--- config.mk ---
export PLATFORM = sky130hd
export DESIGN_NAME = cpu_scoreboard
export DESIGN_NICKNAME = d
export VERILOG_FILES = /design/src/rtl/cpu_pkg.sv /design/src/rtl/cpu_sat_counter.sv /design/src/rtl/cpu_scoreboard.sv
export SDC_FILE = /design/constraint.sdc
export NUM_CORES = 1
export LEC_CHECK = 0
export BUFFER_PORTS_ARGS = -buffer_cell sky130_fd_sc_hd__buf_2
export CORE_MARGIN = 2
export CORE_UTILIZATION = 48
export DETAILED_ROUTE_END_ITERATION = 16
export PLACE_DENSITY = 0.78
export SKIP_CTS_REPAIR_TIMING = 1
export SYNTH_ARGS = -nofsm -noshare
export SYNTH_HDL_FRONTEND = slang
export SYNTH_SLANG_ARGS = --single-unit
--- constraint.sdc ---
create_clock -name clk_i -period 4.04 [get_ports clk_i]
set_input_delay 1.01 -clock clk_i [delete_from_list [all_inputs] [get_ports clk_i]]
set_output_delay 1.01 -clock clk_i [all_outputs]
set_load 0.02 [all_outputs]
--- src/rtl/cpu_pkg.sv ---
// Shared constants and hazard-cause encoding for the moxie register scoreboard.
package cpu_pkg;

  localparam int NREGS        = 16;
  localparam int REG_IDX_W    = $clog2(NREGS);
  localparam int MAX_INFLIGHT = 3;
  localparam int INFL_W       = 4;

  typedef enum logic [2:0] {
    HZ_NONE  = 3'd0,
    HZ_RAW_A = 3'd1,
    HZ_RAW_B = 3'd2,
    HZ_WAW   = 3'd3,
    HZ_FULL  = 3'd4,
    HZ_EXT   = 3'd5
  } hazard_e;

  // External stall dominates, then the register hazards in operand order.
  function automatic hazard_e hazard_cause(input logic ext, input logic raw_a,
                                           input logic raw_b, input logic waw,
                                           input logic full);
    if (ext)        return HZ_EXT;
    else if (raw_a) return HZ_RAW_A;
    else if (raw_b) return HZ_RAW_B;
    else if (waw)   return HZ_WAW;
    else if (full)  return HZ_FULL;
    else            return HZ_NONE;
  endfunction

endpackage

--- src/rtl/cpu_sat_counter.sv ---
// Saturating up-counter: counts enabled cycles, sticks at all-ones.
// One-cycle update latency; synchronous clear wins over enable.
module cpu_sat_counter #(
  parameter int W = 16
) (
  input  logic         clk_i,
  input  logic         clr_i,
  input  logic         en_i,
  output logic [W-1:0] cnt_o
);

  logic [W-1:0] cnt_q, cnt_d;

  always_comb begin
    cnt_d = cnt_q;
    if (en_i && (cnt_q != {W{1'b1}})) cnt_d = cnt_q + W'(1);
  end

  always_ff @(posedge clk_i) begin
    if (clr_i) cnt_q <= '0;
    else       cnt_q <= cnt_d;
  end

  assign cnt_o = cnt_q;

endmodule

--- src/rtl/cpu_scoreboard.sv ---
// Register-hazard scoreboard: zero-cycle RAW/WAW/full/ext stall, registered pending map.
// Decode is held via stall_o; a retiring register unblocks its reader one cycle later.
module cpu_scoreboard
  import cpu_pkg::*;
#(
  parameter int NREGS        = cpu_pkg::NREGS,
  parameter int MAX_INFLIGHT = cpu_pkg::MAX_INFLIGHT,
  parameter int CNT_W        = 16
) (
  input  logic                     clk_i,
  input  logic                     rst_i,
  input  logic                     valid_i,
  input  logic                     rd_a_en_i,
  input  logic [$clog2(NREGS)-1:0] rd_a_idx_i,
  input  logic                     rd_b_en_i,
  input  logic [$clog2(NREGS)-1:0] rd_b_idx_i,
  input  logic                     wr_en_i,
  input  logic [$clog2(NREGS)-1:0] wr_idx_i,
  input  logic                     wb_en_i,
  input  logic [$clog2(NREGS)-1:0] wb_idx_i,
  input  logic                     flush_i,
  input  logic                     ext_stall_i,
  output logic                     stall_o,
  output logic                     issue_o,
  output logic [NREGS-1:0]         pending_o,
  output logic [INFL_W-1:0]        inflight_o,
  output logic                     error_o,
  output logic [CNT_W-1:0]         stall_cnt_o
);

  logic [NREGS-1:0]  pending_q, pending_d;
  logic [INFL_W-1:0] inflight_q, inflight_d;
  logic              error_q, error_d;
  logic              raw_a, raw_b, waw, full;
  logic              stall, issue, wr_issue, wb_hit, wb_miss;

  // Hazards look only at registered state: no bypass of a same-cycle retire.
  assign raw_a = rd_a_en_i & pending_q[rd_a_idx_i];
  assign raw_b = rd_b_en_i & pending_q[rd_b_idx_i];
  assign waw   = wr_en_i & pending_q[wr_idx_i];
  assign full  = wr_en_i & (inflight_q == INFL_W'(MAX_INFLIGHT));

  assign stall    = rst_i | ext_stall_i | (valid_i & (raw_a | raw_b | waw | full));
  assign issue    = valid_i & ~stall & ~flush_i;
  assign wr_issue = issue & wr_en_i;
  assign wb_hit   = wb_en_i & pending_q[wb_idx_i];
  assign wb_miss  = wb_en_i & ~pending_q[wb_idx_i];

  always_comb begin
    pending_d  = pending_q;
    inflight_d = inflight_q;
    error_d    = error_q;
    if (flush_i) begin
      pending_d  = '0;
      inflight_d = '0;
    end else begin
      if (wr_issue) pending_d[wr_idx_i] = 1'b1;
      if (wb_hit)   pending_d[wb_idx_i] = 1'b0;
      if (wb_miss)  error_d = 1'b1;
      unique case ({wr_issue, wb_hit})
        2'b10:   inflight_d = inflight_q + INFL_W'(1);
        2'b01:   inflight_d = inflight_q - INFL_W'(1);
        default: inflight_d = inflight_q;
      endcase
    end
  end

  always_ff @(posedge clk_i) begin
    if (rst_i) begin
      pending_q  <= '0;
      inflight_q <= '0;
      error_q    <= 1'b0;
    end else begin
      pending_q  <= pending_d;
      inflight_q <= inflight_d;
      error_q    <= error_d;
    end
  end

  cpu_sat_counter #(.W(CNT_W)) u_stall_cnt (
    .clk_i (clk_i),
    .clr_i (rst_i),
    .en_i  (valid_i & stall & ~rst_i),
    .cnt_o (stall_cnt_o)
  );

  assign stall_o    = stall;
  assign issue_o    = issue;
  assign pending_o  = pending_q;
  assign inflight_o = inflight_q;
  assign error_o    = error_q;

  a_inflight_max: assert property (@(posedge clk_i) disable iff (rst_i)
                                   inflight_q <= INFL_W'(MAX_INFLIGHT));
  a_popcount:     assert property (@(posedge clk_i) disable iff (rst_i)
                                   $countones(pending_q) == int'(inflight_q));

endmodule
* Word level (Yosys, flattened, before mapping) *
Index checks and enable logic that the tools add are counted.

cells by class
  $lt $le $gt $ge = 6
  bitwise gates (word level) = 24
  add/sub/neg operators = 3
  muxes and demuxes = 16
  equal/unequal tests = 4
  reduce and logical (&&, ||, !) cells = 6

operators with widths
  cell                     number
  $mux W16                 3
  $lt A4 B5 Y1 const B     4
  $add A16 B1 Y16 const B  1
  $and A16 B16 Y16         1
  $bmux W1 S4              4
  $ne A16 B16 Y1 const B   1
  $not A16 Y16             1
  $or A16 B16 Y16          1
  $and A1 B1 Y1            12
  $demux W1 S4             2
  $ge A4 B1 Y1 const B     2
  $pmux W4 S2              1
  $mux W1                  6
  $or A1 B1 Y1             5
  $add A4 B1 Y4 const B    1
  $eq A4 B2 Y1 const B     1
  $not A1 Y1               4
  $sub A4 B1 Y4 const B    1
  $logic_and A1 B1 Y1      3
  $eq A2 B1 Y1 const B     1
  $eq A2 B2 Y1 const B     1
  $reduce_and A2 Y1        1
  $reduce_bool A2 Y1       1
  $reduce_or A2 Y1         1

storage, ports and cells
  input bits = 25
  bits in registers = 37

* Longest topological paths before layout *
Gate-level depths: netlist of the first run.

  depth after elaboration = 16
  gate-level depth with buffers = 15
  mapped depth without buffers = 12

* By module *
A second synthesis of the first run with hierarchy kept.

second synthesis, totals
  cell total of the unflattened synthesis = 300
  area total of the unflattened synthesis = 2608.8 um^2

modules (own cells, without submodules)
  module           cells each  times used  area an instance (um^2)
  cpu_scoreboard   201         1           1760.4
  cpu_sat_counter  99          1           848.3

* Least setup slack after synthesis of the first run *
No wires, ideal clock.

  kind = input-to-reg
  from = input port wr_idx_i[0]
  to = register inflight_q[3], in the netlist inflight_o[3]
  stages = 15
  buffers on the path = 3
  required time = 3.969 ns
  library setup time = 0.071 ns
  setup slack = 0.143 ns
  arrival = 3.827 ns
  cells stage by stage = buf_2 mux4_2 a22oi_1 nand3_1 and4bb_1 buf_6 buf_8 inv_1 ha_1 ha_1 a21o_1 a21oi_1 xnor2_1 or3_1 a21oi_1

between the ends
  word-level cells in the longest chain between the ends = 13

ends and longest elaborated chain
  item                                               RTL line              RTL
  from (decl)                                        cpu_scoreboard.sv:18  input logic [$clog2(NREGS)-1:0] wr_idx_i,
  $bmux W1 S4 (*)                                    cpu_scoreboard.sv:40  assign waw = wr_en_i & pending_q[wr_idx_i];
  $mux W1 (not written as such) (*)                  cpu_scoreboard.sv:40
  $and A1 B1 Y1 (*)                                  cpu_scoreboard.sv:40
  $or A1 B1 Y1 (*) (2 in series)                     cpu_scoreboard.sv:43  assign stall = rst_i | ext_stall_i | (valid_i & (raw_a | raw_b | waw | full));
  $and A1 B1 Y1 (*)                                  cpu_scoreboard.sv:43
  $or A1 B1 Y1 (*)                                   cpu_scoreboard.sv:43
  $not A1 Y1 (*)                                     cpu_scoreboard.sv:44  assign issue = valid_i & ~stall & ~flush_i;
  $and A1 B1 Y1 (*) (2 in series)                    cpu_scoreboard.sv:44
  $and A1 B1 Y1 (*)                                  cpu_scoreboard.sv:45  assign wr_issue = issue & wr_en_i;
  $eq A2 B1 Y1 or $eq A2 B2 Y1 (tied branches)       cpu_scoreboard.sv:60  unique case ({wr_issue, wb_hit})
  $pmux W4 S2 or $reduce_bool A2 Y1 (tied branches)  n/a
  to (signal assigned)                               cpu_scoreboard.sv:75  inflight_q <= inflight_d;
  to (decl)                                          cpu_scoreboard.sv:32  logic [INFL_W-1:0] inflight_q, inflight_d;

Every way passes the cells marked *; elsewhere a longest branch is shown, timed or not. The select of a mux whose other input is x is not followed.
A chain may end at the register's enable or synchronous reset.

* Final worst setup path of the first run *
  from = input port wb_idx_i[0]
  to = register inflight_q[3], in the netlist inflight_o[3]

between the ends
  word-level cells in the longest chain between the ends = 5

ends and longest elaborated chain
  item                                               RTL line              RTL
  from (decl)                                        cpu_scoreboard.sv:20  input logic [$clog2(NREGS)-1:0] wb_idx_i,
  $bmux W1 S4 (*)                                    cpu_scoreboard.sv:46  assign wb_hit = wb_en_i & pending_q[wb_idx_i];
  $mux W1 (not written as such) (*)                  cpu_scoreboard.sv:46
  $and A1 B1 Y1 (*)                                  cpu_scoreboard.sv:46
  $eq A2 B1 Y1 or $eq A2 B2 Y1 (tied branches)       cpu_scoreboard.sv:60
  $pmux W4 S2 or $reduce_bool A2 Y1 (tied branches)  n/a

Marks and branches as above.

==> summary.txt, run 1 <==
Outcome
  – Outcome: completed

Final layout
  – Final instance area: 2850 µm²
  – Diodes inserted: 0
  – Layout Nets: 336
  – FF+latch area: 741 µm²
  – Filler instances: 432
  – Area of the multi-input gates: 1560 µm²
  – Commonest non-fill, non-tap cells in the layout: 63 x buf_2, 37 x dfxtp_1, 17 x nor2_1, 17 x a31oi_1, 14 x mux4_2
  – Layout cells sized above 1: 32.4%
  – Most common cell after layout, fill and taps aside: buf_2
  – P&R area growth vs syn: 17.5%

Hold path
  – Worst Hold Launch: error_o
  – Hold Path Depth: 2
  – Hold WC Path Type: reg -> reg
  – Worst Hold Path EP: error_o

Clock tree
  – Clk sinks: 37
  – Clock slew seen by the registers of the worst setup and hold paths: 0.08 ns
  – CTS max path bufs: 2
  – Clock root cell: clkbuf_8
  – Worst-Skew Late Latency: 0.29 ns
  – Inserted Clock Buffers: 5
  – Htree depth: 2
  – CTS tree: built

Setup path
  – Data required, critical path: 4.26 ns
  – CP Capture Type: flip-flop
  – RR Endpoint: inflight_o[3]
  – Worst Reg-to-Reg Cells: 12
  – Crit path buf inv count: 1
  – Max incr delay on CP: 0.61 ns
  – FF-to-FF setup slack: 0.86 ns
  – Arrival time worst endpoint: 3.96 ns
  – Crit-path cells: buf_2 > mux4_1 > mux4_2 > and2_4 > ha_1 > ha_1 > a21o_1 > a21oi_1 > xnor2_1 > or3_1 > a21oi_1
  – Crit path max-delay family: multiplexers
  – R2r startpoint: pending_o[2]
  – Crit Path Max Fanout: 11
  – Worst path slowest cell: mux4_1
  – Critical path class: in -> reg
  – Type of origin of the critical path: input pin

Floorplan
  – Core area: 4790 µm²
  – Initial core utilization: 50.6%
  – Die area: 5630 µm²
  – IO Count: 64
  – Die Wd: 75.1 µm
  – Die Ht: 75.1 µm
  – FP Rows: 25

Synth
  – Synth area leader: dfxtp_1
  – Synth cell types: 55
  – #FFs+latches synth: 37
  – Post-synth ARST share: 0%
  – Cell area after synthesis: 2420 µm²
  – Post-synth top flop: dfxtp_1
  – Synth top area cells: dfxtp_1 31%, mux4_2 13%, a31oi_1 4.4%, a211oi_1 3.7%, mux4_1 3.3%
  – Synth Instances: 247
  – Ys Warns: 0
  – Post-synthesis sequential area ratio: 30.6%
  – Top-area cell type share of the netlist area: 30.6%
  – Mapped Nets: 277
  – Synthesized area per cell: 9.81 µm²
  – Post-synth EDFFs: 0

Timing
  – Clock skew: 0.0100 ns
  – FMAX: 267 MHz
  – Fin crit share: 92.6%
  – Relative slew margins: 40.8%
  – Endpoints failing hold: 0
  – RSZ-0062 raised after global routing: no
  – Setup TNS: 0 ns
  – Max-slew violation count: 0
  – Final min period: 3.74 ns
  – Final setup vio count: 0
  – Worst-Margin Slew: 0.876 ns

Placement
  – Placed cell areas: 2760 µm²
  – Placer Congestion: 0.939
  – Port buffer count: 63
  – DP HPWL: 4.74 mm

Pwr
  – Leakage: 1.14 nW
  – Clock power frac: 38.0%
  – PnR Total Power: 0.716 mW
  – Reg power frac: 51.3%
  – Pint: 0.530 mW
  – Logic pwr share: 10.7%
  – Psw: 0.186 mW
  – VDD IR max: 0.000162 V
  – Power Density: 251 nW/µm²
  – Sw Share: 26.0%

Detailed routing
  – Drt via density: 6.32
  – 1st-iter DRT viols: 160
  – Via count: 2356
  – Routed WL: 6.62 mm
  – DR pass1 iterations: 5
  – Routed Antenna Nets: 0
  – Drc violations: 0
  – Routed len/inst: 17.8 µm

Global route
  – Total grt overflow: 0
  – Initial antenna violation count: 0
  – Vias in the first global route: 2118
  – GR Util All Layers: 24.0%
  – Pin count of the biggest net entering global routing: 29
  – First-pass GRT wire length: 10.2 mm

Run
  – Max_cap viols: 0
[layer usage]
metal  global-route usage [%]  vias up  share of wire (%)
li1                         -     1106                  -
met1                     31.7     1085                 40
met2                     38.1      145                 48
met3                     4.82       20                9.7
met4                     10.5        0                2.3
met5                        0        -                  0
[power by group through the flow]
stage               sequential (mW)  combinational, mW  clock (mW)
detailed placement            0.376             0.0751           0
global route                  0.368             0.0832       0.289
finish                        0.367             0.0764       0.272
global placement              0.376             0.0736           0
CTS                           0.367             0.0753       0.274
floorplan                     0.378             0.0465           0
[final cells by class]
class | count | share of cell area, %
multi-input combinational | 188 | 54.8
inverter | 7 | 0.923
timing repair buffer | 67 | 12.1
sequential | 37 | 26.0
tap | 67 | 2.94
clock inverter | 1 | 0.264
clock buffer | 6 | 2.90
[registers in the layout, indices dropped and copies added, names as in the netlist]
signal,count
pending_o,16
inflight_o,4
error_o,1
u_stall_cnt.cnt_o,16
[cells by family after synthesis]
logic type,count (synthesis),share of synthesized area (%)
and+or+nand+nor,88,21.7
AOI/OAI and AO/OA,69,19.8
DFF,37,30.6
muxes,23,18.9
buffers and inverters,22,5.01
adders and majority gates,5,2.89
xor gates and xnor gates,3,1.08
[synth_stat cells (all sizes together) (6+ instances only)]
library cell  instances
dfxtp                37
a31oi                17
mux4                 17
nor2                 17
a211oi               12
a21oi                11
nand2                11
buf                   9
nor2b                 9
inv                   7
clkbuf                6
nand3                 6
[stage by stage]
step | instances | utilization (%) | hold slack (ns) | setup WS [ns]
2_1_floorplan | 247 | - | 0.555 | 0.143
3_3_place_gp | 366 | 57.6 | 0.470 | 0.169
3_5_place_dp | 366 | 57.6 | 0.470 | 0.0611
4_1_cts | 373 | 59.5 | 0.487 | 0.300
5_1_grt | 373 | 59.5 | 0.518 | 0.121
6_report | 373 | 59.5 | 0.486 | 0.299
[worst max path at each step]
stage / depth (start not counted) / startpoint / slack (ns) / to
CTS: 7 / rd_a_idx_i[0] / 0.30 / stall_o
finish: 11 / wb_idx_i[0] / 0.30 / inflight_o[3]
floorplan: 15 / wr_idx_i[0] / 0.14 / inflight_o[3]
detailed placement: 11 / wb_idx_i[0] / 0.06 / inflight_o[3]
global placement: 11 / wb_idx_i[0] / 0.17 / inflight_o[3]
global route: 13 / rd_b_idx_i[1] / 0.12 / inflight_o[3]
[worst register-to-register path: stages, from the launching register on]
cell      delay [ns]
dfxtp_1         0.38
mux4_1          0.52
a22o_1          0.24
nor3_1          0.21
and4bb_1        0.27
inv_1           0.05
ha_1            0.23
ha_1            0.27
a21o_1          0.17
a21oi_1         0.17
xnor2_1         0.10
or3_1           0.33
a21oi_1         0.16
No activity file was read; power rests on OpenSTA's default activity.
==> run 2: changes to the inputs <==
--- a/config.mk
+++ b/config.mk
@@ -7,10 +7,11 @@
 export LEC_CHECK = 0
 export BUFFER_PORTS_ARGS = -buffer_cell sky130_fd_sc_hd__buf_2
 export CORE_MARGIN = 2
-export CORE_UTILIZATION = 48
+export CORE_UTILIZATION = 49
 export DETAILED_ROUTE_END_ITERATION = 16
 export PLACE_DENSITY = 0.78
 export SKIP_CTS_REPAIR_TIMING = 1
 export SYNTH_ARGS = -nofsm -noshare
 export SYNTH_HDL_FRONTEND = slang
+export SYNTH_HIERARCHICAL = 1
 export SYNTH_SLANG_ARGS = --single-unit
==> run 2 against run 1 <==
Against the previous run: non-clock buffer count is 8 higher; total power is 9.9% higher; worst hold slack better by 0.0022 ns; highest routed layer unchanged; routed wire length is 7.6% higher; die area is 5.2% higher; largest power group unchanged; sequential cell count stayed put; clock skew is 0.0027 ns higher; global-route usage is 0.48 points higher; synthesized cell count is 21% higher.
==> summary.txt, run 2 <==
Outcome
  – Outcome: completed

Synth
  – Post-synth top flop: dfxtp_1
  – Most numerous cell in the Yosys netlist: dfxtp_1
  – Commonest cells post-synth: 37 x dfxtp_1, 34 x nand3_1, 18 x nor2_1
  – Synth area leader: dfxtp_1
  – Synthesized area per cell: 8.70 µm² (-11%)
  – #FFs+latches synth: 37 (unchanged)
  – Ys Warns: 6 (+6)
  – Post-synth EDFFs: 0 (unchanged)
  – Top-area cell type share of the netlist area: 28.4% (-2.2 points)
  – Synth Instances: 300 (+21%)
  – Post-synthesis sequential area ratio: 28.4% (-2.2 points)
  – Synth cell types: 57 (+3.6%)
  – Mapped Nets: 330 (+19%)
  – Cell area after synthesis: 2610 µm² (+7.6%)
  – Synth top area cells: dfxtp_1 28%, mux4_2 10%, nand3_1 6.5%, a21oi_1 3.1%, mux2i_1 3.1%
  – Post-synth ARST share: 0% (unchanged)

Run
  – Max_cap viols: 0 (unchanged)

Global route
  – Total grt overflow: 0 (unchanged)
  – First-pass GRT wire length: 11.8 mm (+16%)
  – Initial antenna violation count: 0 (unchanged)
  – GR Util All Layers: 24.5% (+0.48 points)
  – Pin count of the biggest net entering global routing: 24 (-17%)
  – Vias in the first global route: 2521 (+19%)

Clock tree
  – Clock root cell: clkbuf_8
  – Htree depth: 2 (unchanged)
  – Clock slew seen by the registers of the worst setup and hold paths: 0.08 ns (about the same)
  – Clk sinks: 37 (unchanged)
  – CTS tree: built
  – CTS max path bufs: 2 (unchanged)
  – Inserted Clock Buffers: 5 (unchanged)
  – Worst-Skew Late Latency: 0.29 ns (about the same)

Final layout
  – Diodes inserted: 0 (unchanged)
  – Filler instances: 451 (+4.4%)
  – Most common cell after layout, fill and taps aside: buf_2
  – Layout cells sized above 1: 30.1% (-2.3 points)
  – P&R area growth vs syn: 21.1%
  – Commonest non-fill, non-tap cells in the layout: 63 x buf_2, 37 x dfxtp_1, 34 x nand3_1
  – Layout Nets: 398 (+18%)

Detailed routing
  – Routed WL: 7.13 mm (+7.6%)
  – 1st-iter DRT viols: 236 (+48%)
  – Drt via density: 6.20 (-1.9%)
  – Routed Antenna Nets: 0 (unchanged)
  – Drc violations: 0 (unchanged)
  – Via count: 2721 (+15%)
  – DR pass1 iterations: 5 (unchanged)
  – Routed len/inst: 16.2 µm (-8.5%)

Pwr
  – Clock power frac: 41.3% (+3.3 points)
  – Reg power frac: 46.9% (-4.4 points)
  – Logic pwr share: 11.9% (+1.2 points)
  – Sw Share: 25.1% (-0.86 points)
  – PnR Total Power: 0.787 mW (+9.9%)
  – Psw: 0.198 mW (+6.3%)
  – Pint: 0.589 mW (+11%)
  – Leakage: 1.24 nW (+8.9%)
  – Power Density: 249 nW/µm² (-0.92%)
  – VDD IR max: 0.000123 V (-24%)

Floorplan
  – Initial core utilization: 51.1% (+0.44 points)
  – Die Ht: 77.0 µm (+2.5%)
  – Die Wd: 77.0 µm (+2.5%)
  – IO Count: 64 (unchanged)
  – FP Rows: 26 (+4.0%)
  – Die area: 5920 µm² (+5.2%)
  – Core area: 5110 µm² (+6.7%)

Timing
  – Max-slew violation count: 0 (unchanged)
  – Relative slew margins: 47.4% (+6.6 points)
  – FMAX: 255 MHz (-4.5%)
  – WHS: 0.488 ns (+0.00217 ns)
  – Final setup vio count: 0 (unchanged)
  – RSZ-0062 raised after global routing: no
  – Clock skew: 0.0127 ns (+0.00273 ns)
  – Worst-Margin Slew: 0.784 ns (-0.0925 ns)
  – Final min period: 3.92 ns (+0.176 ns)
  – Endpoints failing hold: 0 (unchanged)
  – Fin crit share: 97.0% (+4.4 points)

Setup path
  – Arrival time worst endpoint: 2.91 ns (-1.05 ns)
  – FF-to-FF setup slack: 0.69 ns (-0.17 ns)
  – Data required, critical path: 3.03 ns (-1.23 ns)
  – R2r startpoint: pending_o[5]
  – Worst Reg-to-Reg Cells: 13 (+1)
  – Type of origin of the critical path: input pin
  – Critical path class: in -> out
  – RR Endpoint: inflight_o[3]
  – CP Capture Type: primary output
  – Crit Path Max Fanout: 7 (-4)

Hold path
  – Worst Hold Launch: error_o
  – Worst Hold Path EP: error_o
  – Hold WC Path Type: reg -> reg
  – Hold Path Depth: 1 (-1)

Placement
  – Port buffer count: 63 (unchanged)
  – Placer Congestion: 0.889 (-5.3%)
  – DP HPWL: 5.11 mm (+7.8%)
[run 2: changes by cell type after synthesis, moves of 8 or more]
| cell | change |
|---|---|
| nand3_1 | +28 |
| a31oi_1 | -14 |
| a211oi_1 | -12 |
| nor3_1 | +9 |
| o21ai_2 | +8 |
[run 2: power groups by stage]
stage               Sequential (mW)  Combinational [mW]  Clock [mW]
detailed placement            0.377              0.0898           0
floorplan                     0.379              0.0483           0
global placement              0.377              0.0888           0
finish                        0.369              0.0935       0.325
CTS                           0.369              0.0902       0.332
global route                  0.369               0.101       0.350
[run 2: layer usage]
layer / track usage (%) / vias to the layer above / wire length, µm
li1: - / 1299 / -
met1: 32.6 / 1291 / 3130
met2: 38.9 / 111 / 3380
met3: 4.47 / 20 / 491
met4: 10.2 / 0 / 128
met5: 0 / - / 0
[run 2: through the flow]
stage | setup TNS [ns] | util [%] | std cells | worst slack [ns] | cell area, µm²
after detailed placement | -0.0508 | 59.5 | 430 | -0.0508 | 3040
after global routing | 0 | 61.9 | 439 | 0.0132 | 3160
final | 0 | 61.9 | 439 | 0.123 | 3160
after global placement | 0 | 59.5 | 430 | 0.0563 | 3040
after CTS | 0 | 61.7 | 438 | 0.0958 | 3150
after floorplan | -0.00722 | - | 300 | -0.00722 | 2620
[run 2: kinds of logic (layout without fill, tap and decap cells)]
| group | after synthesis | in the layout | share of synthesized area, % |
|---|---|---|---|
| and+or+nand+nor | 135 | 135 | 29.9 |
| AOI/OAI and AO/OA | 69 | 69 | 18.3 |
| DFF | 37 | 37 | 28.4 |
| buffers and inverters | 25 | 94 | 3.98 |
| muxes | 23 | 23 | 14.7 |
| xor gates and xnor gates | 6 | 6 | 2.01 |
| adders and majority gates | 5 | 5 | 2.69 |
[run 2: worst max path at each step]
stage                       start       endpoint  slack (ns)  cells after the start
floorplan           rd_b_idx_i[1]        stall_o      -0.007                      8
global placement      wr_idx_i[1]  inflight_o[3]        0.06                     14
detailed placement    wr_idx_i[0]  inflight_o[3]       -0.05                     14
CTS                 rd_a_idx_i[0]        stall_o         0.1                      8
global route        rd_b_idx_i[1]        stall_o        0.01                      8
finish              rd_a_idx_i[0]        stall_o        0.12                      8
[run 2: worst max-delay path, stage by stage]
cell and delay, ns:
buf_2 0.15, mux4_2 0.50, a2bb2oi_1 0.14, nand4_1 0.09
o211ai_1 0.15, or2_1 0.27, a2111o_1 0.43, buf_2 0.17
[run 2: layout make-up]
class / instances / area [µm²] / share of cell area, %
Tap cell: 70 / 87.6 / 2.77
Clock buffer: 6 / 72.6 / 2.30
Sequential cell: 37 / 741 / 23.4
Timing Repair Buffer: 75 / 405 / 12.8
Inverter: 11 / 41.3 / 1.31
Multi-Input combinational cell: 238 / 1770 / 56.1
Clock inverter: 2 / 38.8 / 1.23
==> run 3: changes to the inputs <==
--- a/config.mk
+++ b/config.mk
@@ -5,11 +5,12 @@
 export SDC_FILE = /design/constraint.sdc
 export NUM_CORES = 1
 export LEC_CHECK = 0
-export BUFFER_PORTS_ARGS = -buffer_cell sky130_fd_sc_hd__buf_2
 export CORE_MARGIN = 2
-export CORE_UTILIZATION = 49
+export CORE_UTILIZATION = 58
 export DETAILED_ROUTE_END_ITERATION = 16
-export PLACE_DENSITY = 0.78
+export DONT_BUFFER_PORTS = 1
+export PLACE_DENSITY = 0.77
+export SETUP_SLACK_MARGIN = 0.5
 export SKIP_CTS_REPAIR_TIMING = 1
 export SYNTH_ARGS = -nofsm -noshare
 export SYNTH_HDL_FRONTEND = slang
==> constraint.sdc (replaced) <==
create_clock -name clk_i -period 4.04 [get_ports clk_i]
set_input_delay 1.01 -clock clk_i [delete_from_list [all_inputs] [get_ports clk_i]]
set_output_delay 1.01 -clock clk_i [all_outputs]
set_load 0.05 [all_outputs]
==> run 3 against run 2 <==
Against the previous run: sequential cell count did not move; fmax rose by 5.6%; critical endpoint unchanged; total power fell by 9.2%; global-route usage rose by 3.7 points; setup slack improved by 0.21 ns; design area fell by 6.5%; highest routed layer unchanged; largest power group unchanged.
==> summary.txt, run 3 (synthesized netlist as in run 2, its figures left out) <==
Outcome
  – Outcome: completed

Pwr
  – Leakage: 1.00 nW (-19%)
  – VDD IR max: 0.000189 V (+54%)
  – Power Density: 242 nW/µm² (-2.9%)

Setup path
  – Crit path to: stall_o
  – Arrival time worst endpoint: 2.70 ns (-0.21 ns)
  – Type of origin of the critical path: input pin
  – Crit-path cells: mux4_2 > nand2b_4 > nand4b_1 > o211ai_1 > or2_1 > a2111o_2
  – CP Capture Type: primary output
  – Critical path class: in -> out
  – FF-to-FF setup slack: 0.69 ns (about the same)
  – Worst Reg-to-Reg Cells: 13 (unchanged)
  – RR Endpoint: inflight_o[3]
  – R2r startpoint: pending_o[11]
  – Crit Path Max Fanout: 5 (-2)
  – Max incr delay on CP: 0.62 ns (+0.12 ns)
  – Data required, critical path: 3.03 ns (about the same)
  – Critical path origin: rd_b_idx_i[1]
  – Worst path slowest cell: a2111o_2

Placement
  – Placed cells: 361 (-16%)
  – Port buffer count: 0 (-100%)
  – Setup Slack @ Placement: 0.164 ns (+0.215 ns)
  – DP HPWL: 5.21 mm (+2.1%)
  – Placer Congestion: 0.925 (+4.0%)

Floorplan
  – Initial core utilization: 59.9% (+8.8 points)
  – Core area: 4350 µm² (-15%)
  – IO Count: 64 (unchanged)
  – Die Wd: 71.1 µm (-7.7%)
  – Die Ht: 71.1 µm (-7.7%)
  – Die area: 5050 µm² (-15%)
  – FP Rows: 24 (-7.7%)

Timing
  – Endpoints failing hold: 0 (unchanged)
  – Final setup vio count: 0 (unchanged)
  – Worst-Margin Slew: 0.803 ns (+0.0195 ns)
  – Max-slew violation count: 0 (unchanged)
  – Clock skew: 0.00545 ns (-0.00728 ns)
  – FMAX: 270 MHz (+5.6%)
  – Final worst setup slack: 0.330 ns (+0.207 ns)
  – Relative slew margins: 46.1% (-1.3 points)
  – Final min period: 3.71 ns (-0.207 ns)
  – RSZ-0062 raised after global routing: yes
  – Fin crit share: 91.8% (-5.1 points)
  – Setup TNS: 0 ns (unchanged)
  – WHS: 0.588 ns (+0.100 ns)

Final layout
  – Most common cell after layout, fill and taps aside: dfxtp_1
  – P&R area growth vs syn: 13.2%
  – Filler instances: 374 (-17%)
  – Diodes inserted: 0 (unchanged)
  – Commonest non-fill, non-tap cells in the layout: 37 x dfxtp_1, 33 x nand3_1, 23 x buf_4
  – Layout Nets: 347 (-13%)
  – Final Non-Filler Cells: 370 (-16%)
  – Final Util: 67.8% (+6.0 points)
  – Layout cells sized above 1: 21.4% (-8.7 points)

Clock tree
  – Inserted Clock Buffers: 5 (unchanged)
  – Htree depth: 2 (unchanged)
  – CTS tree: built
  – Worst-Skew Late Latency: 0.29 ns (about the same)
  – CTS max path bufs: 2 (unchanged)
  – Clock slew seen by the registers of the worst setup and hold paths: 0.08 ns (about the same)
  – Clock root cell: clkbuf_8
  – Clk sinks: 37 (unchanged)

Detailed routing
  – Drt via density: 6.94 (+12%)
  – Routed Antenna Nets: 0 (unchanged)
  – Routed len/inst: 19.0 µm (+17%)
  – 1st-iter DRT viols: 263 (+11%)
  – Drc violations: 0 (unchanged)
  – Routed WL: 7.02 mm (-1.6%)
  – DR pass1 iterations: 5 (unchanged)
  – Via count: 2569 (-5.6%)

Global route
  – Vias in the first global route: 2378 (-5.7%)
  – First-pass GRT wire length: 11.5 mm (-2.6%)
  – Total grt overflow: 0 (unchanged)
  – GR Util All Layers: 28.1% (+3.7 points)
  – Initial antenna violation count: 0 (unchanged)
  – Pin count of the biggest net entering global routing: 25 (+4.2%)

Hold path
  – Hold WC Path Type: reg -> reg

Run
  – Max_cap viols: 0 (unchanged)
run 3: stage by stage:
stage	area (µm²)	total power, mW
final	2950	0.714
after global routing	2950	0.730
after CTS	2930	0.713
after detailed placement	2830	0.439
after global placement	2830	0.438
after floorplan	2700	0.439
run 3: worst max-delay path, delay by kind of cell:
family,cells,cell delay [ns]
compound gates,2,0.74
mux,1,0.47
simple gates,3,0.48
run 3: layout make-up:
type | instances | area (µm²) | share of cell area (%)
clock buffers | 6 | 82.6 | 2.80
well taps | 52 | 65.1 | 2.20
repair buffers | 24 | 184 | 6.23
multi-input cells | 238 | 1830 | 61.8
clock inverters | 2 | 13.8 | 0.466
flip-flops and latches | 37 | 741 | 25.1
inverters | 11 | 41.3 | 1.40
run 3: layer usage:
| layer | track usage (%) | part of all wire [%] | routed length (µm) | vias up |
|---|---|---|---|---|
| li1 | - | - | - | 1194 |
| met1 | 39.6 | 42 | 2920 | 1217 |
| met2 | 42.9 | 46 | 3230 | 145 |
| met3 | 6.84 | 11 | 762 | 13 |
| met4 | 8.81 | 1.4 | 99 | 0 |
| met5 | 0 | 0 | 0 | - |
run 3: worst min path at each step:
| stage | start | end | slack [ns] | depth (start not counted) |
|---|---|---|---|---|
| 2_1_floorplan | error_o | error_o | 0.69 | 1 |
| 3_3_place_gp | pending_o[9] | pending_o[9] | 0.56 | 2 |
| 3_5_place_dp | pending_o[9] | pending_o[9] | 0.57 | 2 |
| 4_1_cts | pending_o[9] | pending_o[9] | 0.58 | 2 |
| 5_1_grt | pending_o[9] | pending_o[9] | 0.62 | 2 |
| 6_report | pending_o[8] | pending_o[8] | 0.59 | 2 |
run 3: power by group:
| group | internal (mW) | switching [mW] | total (mW) |
|---|---|---|---|
| Sequential | 0.366 | 0.00809 | 0.374 |
| Combinational | 0.0263 | 0.0333 | 0.0596 |
| Clock | 0.138 | 0.142 | 0.281 |
| Total | 0.531 | 0.184 | 0.714 |
